## src/rtl/c64_debug_arbiter_pkg.sv

```systemverilog
// Shared definitions for the C64 debug arbiter: FSM encoding, timing defaults
// and requester indices.
package c64_debug_arbiter_pkg;

  typedef enum logic [2:0] {
    IDLE,
    HALT,
    WAIT_SLOT,
    ACCESS,
    LATENCY,
    DONE
  } dbg_state_t;

  localparam int MEM_LAT_DEFAULT      = 1;
  localparam int HALT_TIMEOUT_DEFAULT = 4;

  localparam logic REQ_UART   = 1'b0;
  localparam logic REQ_LOADER = 1'b1;

endpackage

```

## src/rtl/c64_debug_arbiter_rr.sv

```systemverilog
// Two-way round-robin picker: a lone request always wins, a tie goes to the
// requester named by ptr.
module debug_rr_pick2
  import c64_debug_arbiter_pkg::*;
(
  input  logic req0,
  input  logic req1,
  input  logic ptr,
  output logic grant,
  output logic valid
);

  assign valid = req0 | req1;
  assign grant = (req0 & req1) ? ptr : (req1 ? REQ_LOADER : REQ_UART);

endmodule

```

## src/rtl/c64_debug_arbiter.sv

```systemverilog
// Arbitrates two debug requesters onto the shared C64 memory port, halting the
// 6502 via RDY and slotting each access into a CPU bus half-cycle.
module c64_debug_arbiter
  import c64_debug_arbiter_pkg::*;
#(
  parameter int MEM_LAT      = MEM_LAT_DEFAULT,
  parameter int HALT_TIMEOUT = HALT_TIMEOUT_DEFAULT
) (
  input  logic        clk,
  input  logic        reset,
  input  logic        req0,
  input  logic        req1,
  input  logic [15:0] addr0,
  input  logic [15:0] addr1,
  input  logic [7:0]  wdata0,
  input  logic [7:0]  wdata1,
  input  logic        we0,
  input  logic        we1,
  output logic        ack0,
  output logic        ack1,
  output logic [7:0]  rdata,
  input  logic        cpu_slot,
  input  logic        cpu_rw,
  output logic        cpu_rdy,
  output logic [15:0] mem_addr,
  output logic [7:0]  mem_wdata,
  output logic        mem_we,
  output logic        mem_en,
  input  logic [7:0]  mem_rdata
);

  localparam int SW = $clog2(HALT_TIMEOUT + 1);

  dbg_state_t state, state_n;
  logic          gnt, gnt_n, ptr, ptr_n;
  logic [15:0]   lat_addr, lat_addr_n;
  logic [7:0]    lat_wdata, lat_wdata_n;
  logic          lat_we, lat_we_n;
  logic [SW-1:0] slot_cnt, slot_n;
  logic [2:0]    lat_cnt, lat_n;
  logic          ack0_n, ack1_n, cpu_rdy_n, mem_en_n, mem_we_n;
  logic [15:0]   mem_addr_n;
  logic [7:0]    mem_wdata_n, rdata_n;
  logic          pick_gnt, pick_valid;
  logic          req_g, req_o;
  logic          load, load_sel;

  debug_rr_pick2 u_pick (
    .req0  (req0),
    .req1  (req1),
    .ptr   (ptr),
    .grant (pick_gnt),
    .valid (pick_valid)
  );

  assign req_g = gnt ? req1 : req0;
  assign req_o = gnt ? req0 : req1;

  always_comb begin
    state_n     = state;
    gnt_n       = gnt;
    ptr_n       = ptr;
    lat_addr_n  = lat_addr;
    lat_wdata_n = lat_wdata;
    lat_we_n    = lat_we;
    slot_n      = slot_cnt;
    lat_n       = lat_cnt;
    ack0_n      = ack0;
    ack1_n      = ack1;
    cpu_rdy_n   = cpu_rdy;
    mem_en_n    = 1'b0;
    mem_we_n    = 1'b0;
    mem_addr_n  = mem_addr;
    mem_wdata_n = mem_wdata;
    rdata_n     = rdata;
    load        = 1'b0;
    load_sel    = 1'b0;

    case (state)
      IDLE: begin
        if (pick_valid) begin
          load      = 1'b1;
          load_sel  = pick_gnt;
          gnt_n     = pick_gnt;
          ptr_n     = ~pick_gnt;
          cpu_rdy_n = 1'b0;
          slot_n    = '0;
          state_n   = HALT;
        end
      end
      HALT: begin
        // A read slot means the CPU is stalled; writes never stall, so time out.
        if (cpu_slot) begin
          if (cpu_rw || (slot_cnt >= SW'(HALT_TIMEOUT - 1)))
            state_n = WAIT_SLOT;
          if (slot_cnt != SW'(HALT_TIMEOUT))
            slot_n = slot_cnt + 1'b1;
        end
      end
      WAIT_SLOT: begin
        if (cpu_slot) begin
          mem_en_n    = 1'b1;
          mem_we_n    = lat_we;
          mem_addr_n  = lat_addr;
          mem_wdata_n = lat_wdata;
          state_n     = ACCESS;
        end
      end
      ACCESS: begin
        lat_n   = '0;
        state_n = LATENCY;
      end
      LATENCY: begin
        if (lat_cnt == 3'(MEM_LAT - 1)) begin
          if (!lat_we)
            rdata_n = mem_rdata;
          if (gnt)
            ack1_n = 1'b1;
          else
            ack0_n = 1'b1;
          state_n = DONE;
        end else begin
          lat_n = lat_cnt + 3'd1;
        end
      end
      DONE: begin
        // Hand straight over to a waiting requester while the CPU is still halted.
        if (!req_g) begin
          ack0_n = 1'b0;
          ack1_n = 1'b0;
          if (req_o) begin
            load     = 1'b1;
            load_sel = ~gnt;
            gnt_n    = ~gnt;
            ptr_n    = gnt;
            state_n  = WAIT_SLOT;
          end else begin
            cpu_rdy_n = 1'b1;
            state_n   = IDLE;
          end
        end
      end
      default: state_n = IDLE;
    endcase

    if (load) begin
      lat_addr_n  = load_sel ? addr1 : addr0;
      lat_wdata_n = load_sel ? wdata1 : wdata0;
      lat_we_n    = load_sel ? we1 : we0;
    end
  end

  always_ff @(posedge clk) begin
    if (reset) begin
      state     <= IDLE;
      gnt       <= REQ_UART;
      ptr       <= REQ_UART;
      lat_addr  <= '0;
      lat_wdata <= '0;
      lat_we    <= 1'b0;
      slot_cnt  <= '0;
      lat_cnt   <= '0;
      ack0      <= 1'b0;
      ack1      <= 1'b0;
      cpu_rdy   <= 1'b1;
      mem_en    <= 1'b0;
      mem_we    <= 1'b0;
      mem_addr  <= '0;
      mem_wdata <= '0;
      rdata     <= '0;
    end else begin
      state     <= state_n;
      gnt       <= gnt_n;
      ptr       <= ptr_n;
      lat_addr  <= lat_addr_n;
      lat_wdata <= lat_wdata_n;
      lat_we    <= lat_we_n;
      slot_cnt  <= slot_n;
      lat_cnt   <= lat_n;
      ack0      <= ack0_n;
      ack1      <= ack1_n;
      cpu_rdy   <= cpu_rdy_n;
      mem_en    <= mem_en_n;
      mem_we    <= mem_we_n;
      mem_addr  <= mem_addr_n;
      mem_wdata <= mem_wdata_n;
      rdata     <= rdata_n;
    end
  end

endmodule

```

## config.mk

```make
export PLATFORM = sky130hd
export DESIGN_NAME = c64_debug_arbiter
export DESIGN_NICKNAME = d
export VERILOG_FILES = /design/src/rtl/c64_debug_arbiter_pkg.sv /design/src/rtl/c64_debug_arbiter_rr.sv /design/src/rtl/c64_debug_arbiter.sv
export SDC_FILE = /design/constraint.sdc
export NUM_CORES = 1
export LEC_CHECK = 0
export BUFFER_PORTS_ARGS = -buffer_cell sky130_fd_sc_hd__buf_2
export CAP_MARGIN = 10
export CELL_PAD_IN_SITES_DETAIL_PLACEMENT = 2
export CELL_PAD_IN_SITES_GLOBAL_PLACEMENT = 2
export CORE_MARGIN = 1.5
export CORE_UTILIZATION = 30
export DETAILED_ROUTE_END_ITERATION = 10
export PLACE_DENSITY_LB_ADDON = 0.3
export SETUP_SLACK_MARGIN = 0.2
export SKIP_LAST_GASP = 1
export SLEW_MARGIN = 20
export SYNTH_ARGS = -nofsm -noshare
export SYNTH_HDL_FRONTEND = slang
export SYNTH_SLANG_ARGS = --single-unit
```

## constraint.sdc

```tcl
create_clock -name clk -period 2.4 [get_ports clk]
set_clock_uncertainty 0.05 [all_clocks]
set_input_delay 0.12 -clock clk [delete_from_list [all_inputs] [get_ports clk]]
set_output_delay 0.12 -clock clk [all_outputs]
set_load 0.01 [all_outputs]
```

==> summary by stage <==
Die
The total number of placement rows is 38. The die extent in y is 110 um. The initial core utilization is 31.1%. The die covers 12000 um2.

The die boundary width is 110 um. For this design the top-level I/O count stands at 101. The core box area is 11000 um2.

Global routing
Entering global routing, the biggest net connects 42 pins. After global routing the overflow that remains totals 0. In the global route stage, met1 resource usage came out at 25.5%.

The number of antenna violations at the first check in global routing is 0. The number of global-route vias before repair was 3744. For met3 alone, demand over resource in global routing was 4.03%. The first-pass GRT wire length is 19300 um. met2 is the most crowded layer. For met2 alone, demand over resource in global routing was 37.7%. The total routing resource utilization after global routing is 21.4%.

Clocking
TritonCTS built the clock tree. After clock tree synthesis, the clock-pin slew on the worst setup and hold paths is 0.06 ns. Buffers added to address setup during post-CTS repair amount to 0. In this run, CTS created clock tree buffers numbering 9.

The CTS H-tree depth is 3. The later-pin clock latency in the skew report is 0.34 ns. Clock tree synthesis found a total of 73 sinks. The clock passes through at most 2 buffers. In this run the clock root is driven by a sky130_fd_sc_hd__clkbuf_16.

Synthesis
The post-synthesis area per instance is between 8 and 9 um2. The number of nets handed over by synthesis was roughly 460. For this run, asynchronously set or reset flops after synthesis account for 0%. The synthesis warning total is 0. The post-synthesis register bit count is 73. Counting flops with a built-in enable in the synthesized netlist gives 0. In the synthesized netlist the dominant register cell turns out to be sky130_fd_sc_hd__dfxtp_1. The synthesized instance count is 392. The sequential fraction of the synthesis area is between 40% and 50%. The count of cell types in the netlist is 45. In this run the cell area of the synthesized design comes to between 3000 and 4000 um2.

STA
The hold violation count in the final report is 0. The worst path uses 85.9% of the clock period. At the pin with the least slew margin, the transition time is 0.679 ns. The achievable clock frequency is 0.485 GHz. In this run the tightest slew margin relative to its limit is 54.3%. The clock period could shrink to about 2.1 ns.

The count of final setup violators is 0. The number of max-slew violations in the final report came to 0. The tightest hold path in the finished design has a slack of about 0.022 ns.

The setup TNS after final layout is 0 ns. Setup repair after global routing left no endpoint under its margin.

Critical path
In this run the worst path has a maximum fanout of 29. In this design, the stage delay of the slowest critical-path cell is 0.60 ns. The largest individual stage delay along the critical path comes from the cell sky130_fd_sc_hd__dfxtp_1.

STA classifies the critical path endpoint as a flop. STA puts the critical path data required time at around 2.6 ns. The type of origin of the critical path is a flop. At the worst endpoint, the arrival time is 2.25 ns. The critical path in this run is classified as reg2reg. Traced cell by cell, the critical path runs through inv_1 -> nor4b_4 -> buf_4 -> nor3_1 -> a311oi_2.

Layout
The area overhead of the layout relative to synthesis is 29.5%. In the final layout, the share of cells above drive strength 1 is 33.3%. The number of antenna repair diodes is 0. Across the whole layout, storage elements account for 1460 um2. The total area of multi-input combinational cells is 1730 um2. Counting the fill cells in the layout gives 1255. The post-route non-filler standard cell count is around 640. The number of nets at the end of the flow is 560.

Detailed routing
The vias per cell is approximately 5.4. The count of nets left with antenna violations once routing finished came out at 0. Dividing the detail-routed wire length by the instance count gives between 15 and 20 um.

The number of remaining DRC errors is 0. The count of TritonRoute iterations in the first routing pass is 4. For this block, the initial DRC count from the detailed router was between 70 and 80. The routed wire length is ~12000 um.

The final route contains 3413 vias.

Power and ir drop
The static leakage power is 1.85 nW. The maximum ir drop on the vdd rail is 0.301 mV. The cell area power density is 740 nW/um2.

Place
The placer congestion estimate is 0.721. The half-perimeter wire length after detailed placement is about 8300 um. After detailed placement, the design holds a cell count of 613. During placement, the flow inserted port buffers numbering 100.

Run status
The flow ran to the end, and the final reports show no timing, DRC or antenna violations.

Worst hold path
The tightest min-delay check is of the in2reg type.

Flow run
The tool flagged a number of max-cap violations equal to 0.
-- cell usage in the layout (no fill, tap or decap), types with 2 or more instances in the layout --
cell type / Yosys / layout
sky130_fd_sc_hd__a2111o_1: 2 / 2
sky130_fd_sc_hd__a21oi_1: 31 / 31
sky130_fd_sc_hd__a22oi_1: 3 / 3
sky130_fd_sc_hd__a311oi_1: 7 / 7
sky130_fd_sc_hd__a311oi_2: 20 / 20
sky130_fd_sc_hd__buf_2: 11 / 100
sky130_fd_sc_hd__buf_4: 2 / 17
sky130_fd_sc_hd__clkbuf_16: 0 / 9
sky130_fd_sc_hd__clkbuf_8: 0 / 2
sky130_fd_sc_hd__clkinv_2: 0 / 3
sky130_fd_sc_hd__dfxtp_1: 73 / 72
sky130_fd_sc_hd__dlygate4sd3_1: 0 / 7
sky130_fd_sc_hd__ha_1: 5 / 5
sky130_fd_sc_hd__inv_1: 9 / 9
sky130_fd_sc_hd__mux2i_1: 10 / 9
sky130_fd_sc_hd__nand2_1: 54 / 54
sky130_fd_sc_hd__nand2b_1: 5 / 5
sky130_fd_sc_hd__nand3_1: 27 / 27
sky130_fd_sc_hd__nor2_1: 20 / 20
sky130_fd_sc_hd__nor2b_1: 3 / 2
sky130_fd_sc_hd__nor2b_2: 1 / 2
sky130_fd_sc_hd__nor3_1: 33 / 32
sky130_fd_sc_hd__nor3b_1: 2 / 2
sky130_fd_sc_hd__nor4_1: 2 / 2
sky130_fd_sc_hd__o21a_1: 3 / 3
sky130_fd_sc_hd__o21ai_0: 26 / 26
-- area by class of cell --
cell class / instances / area share (%)
multi-input combinational: 273 / 39.1
sequential: 73 / 33.0
timing repair buffer: 125 / 16.2
clock buffer: 11 / 5.71
tap: 140 / 3.95
clock inverter: 5 / 1.21
inverter: 9 / 0.763
-- power breakdown --
group / leakage (nW) / internal, W / switching [W]
logic: 1.10 / 0.000218 / 0.000325
registers: 0.596 / 0.00129 / 0.0000614
clock network: 0.155 / 0.000858 / 0.000527
-- state kept, by name (all words and copies together) (netlist names) --
register,count
state,3
lat_we,1
lat_addr,16
ack0,1
mem_we,1
cpu_rdy,1
lat_cnt,3
mem_en,1
lat_wdata,8
ack1,1
rdata,8
gnt,1
mem_addr,16
ptr,1
mem_wdata,8
slot_cnt,3
-- what timing repair did --
| action | 4_1_cts | 5_1_grt |
|---|---|---|
| endpoints found under the setup margin | 1 | 16 |
| gates resized for setup | 1 | 1 |
| hold buffers | 7 | 0 |
| hold endpoints to repair | 7 | 0 |
-- synth_stat cells, types with 7 or more instances --
master,n,area [um2]
sky130_fd_sc_hd__a21oi_1,31,155
sky130_fd_sc_hd__a311oi_1,7,61.3
sky130_fd_sc_hd__a311oi_2,20,300
sky130_fd_sc_hd__buf_2,11,55.1
sky130_fd_sc_hd__clkbuf_1,18,67.6
sky130_fd_sc_hd__dfxtp_1,73,1460
sky130_fd_sc_hd__inv_1,9,33.8
sky130_fd_sc_hd__mux2i_1,10,100
sky130_fd_sc_hd__nand2_1,54,203
sky130_fd_sc_hd__nand3_1,27,135
sky130_fd_sc_hd__nor2_1,20,75.1
sky130_fd_sc_hd__nor3_1,33,165
sky130_fd_sc_hd__o21ai_0,26,130
-- metal layers --
metal	vias up	wire length, um
met2	73	6280
li1	1607	-
met5	-	0
met4	0	226
met1	1715	5410
met3	18	454
-- stage by stage --
step           total power, W  util [%]  worst slack, ns  instance area (um2)
2_1_floorplan         0.00172         -            0.643                 3420
3_3_place_gp          0.00188      36.9            0.399                 4050
3_5_place_dp          0.00190      36.9            0.280                 4050
4_1_cts               0.00331      40.3            0.277                 4430
5_1_grt               0.00342      40.3            0.212                 4430
6_report              0.00328      40.3            0.339                 4430
-- worst max-delay path: cells and delay by family (launching register included) --
| family | cells | cell delay (ns) |
|---|---|---|
| AO/OA/AOI/OAI | 1 | 0.27 |
| buffers and inverters | 2 | 0.56 |
| flip-flops | 1 | 0.60 |
| AND/OR/NAND/NOR | 2 | 0.46 |
-- final timing paths --
path / from / endpoint / slack [ns] / cells past startpoint
max: state[2] / lat_wdata[5] / 0.34 / 5
min: addr1[15] / lat_addr[15] / 0.02 / 3
max reg2reg: state[2] / lat_wdata[5] / 0.34 / 5
min reg2reg: mem_addr[2] / mem_addr[2] / 0.41 / 2
-- logic make-up (layout without fill, tap and decap cells) --
kind of cell / after synthesis / count (layout) / synth area share, %
AOI/OAI and AO/OA: 105 / 105 / 24.4
and+or+nand+nor: 153 / 153 / 21.1
buffers and inverters: 46 / 150 / 6.91
adders and majority gates: 5 / 5 / 1.83
muxes: 10 / 10 / 2.93
DFF: 73 / 73 / 42.7
Power figures use the tool's default switching activity.
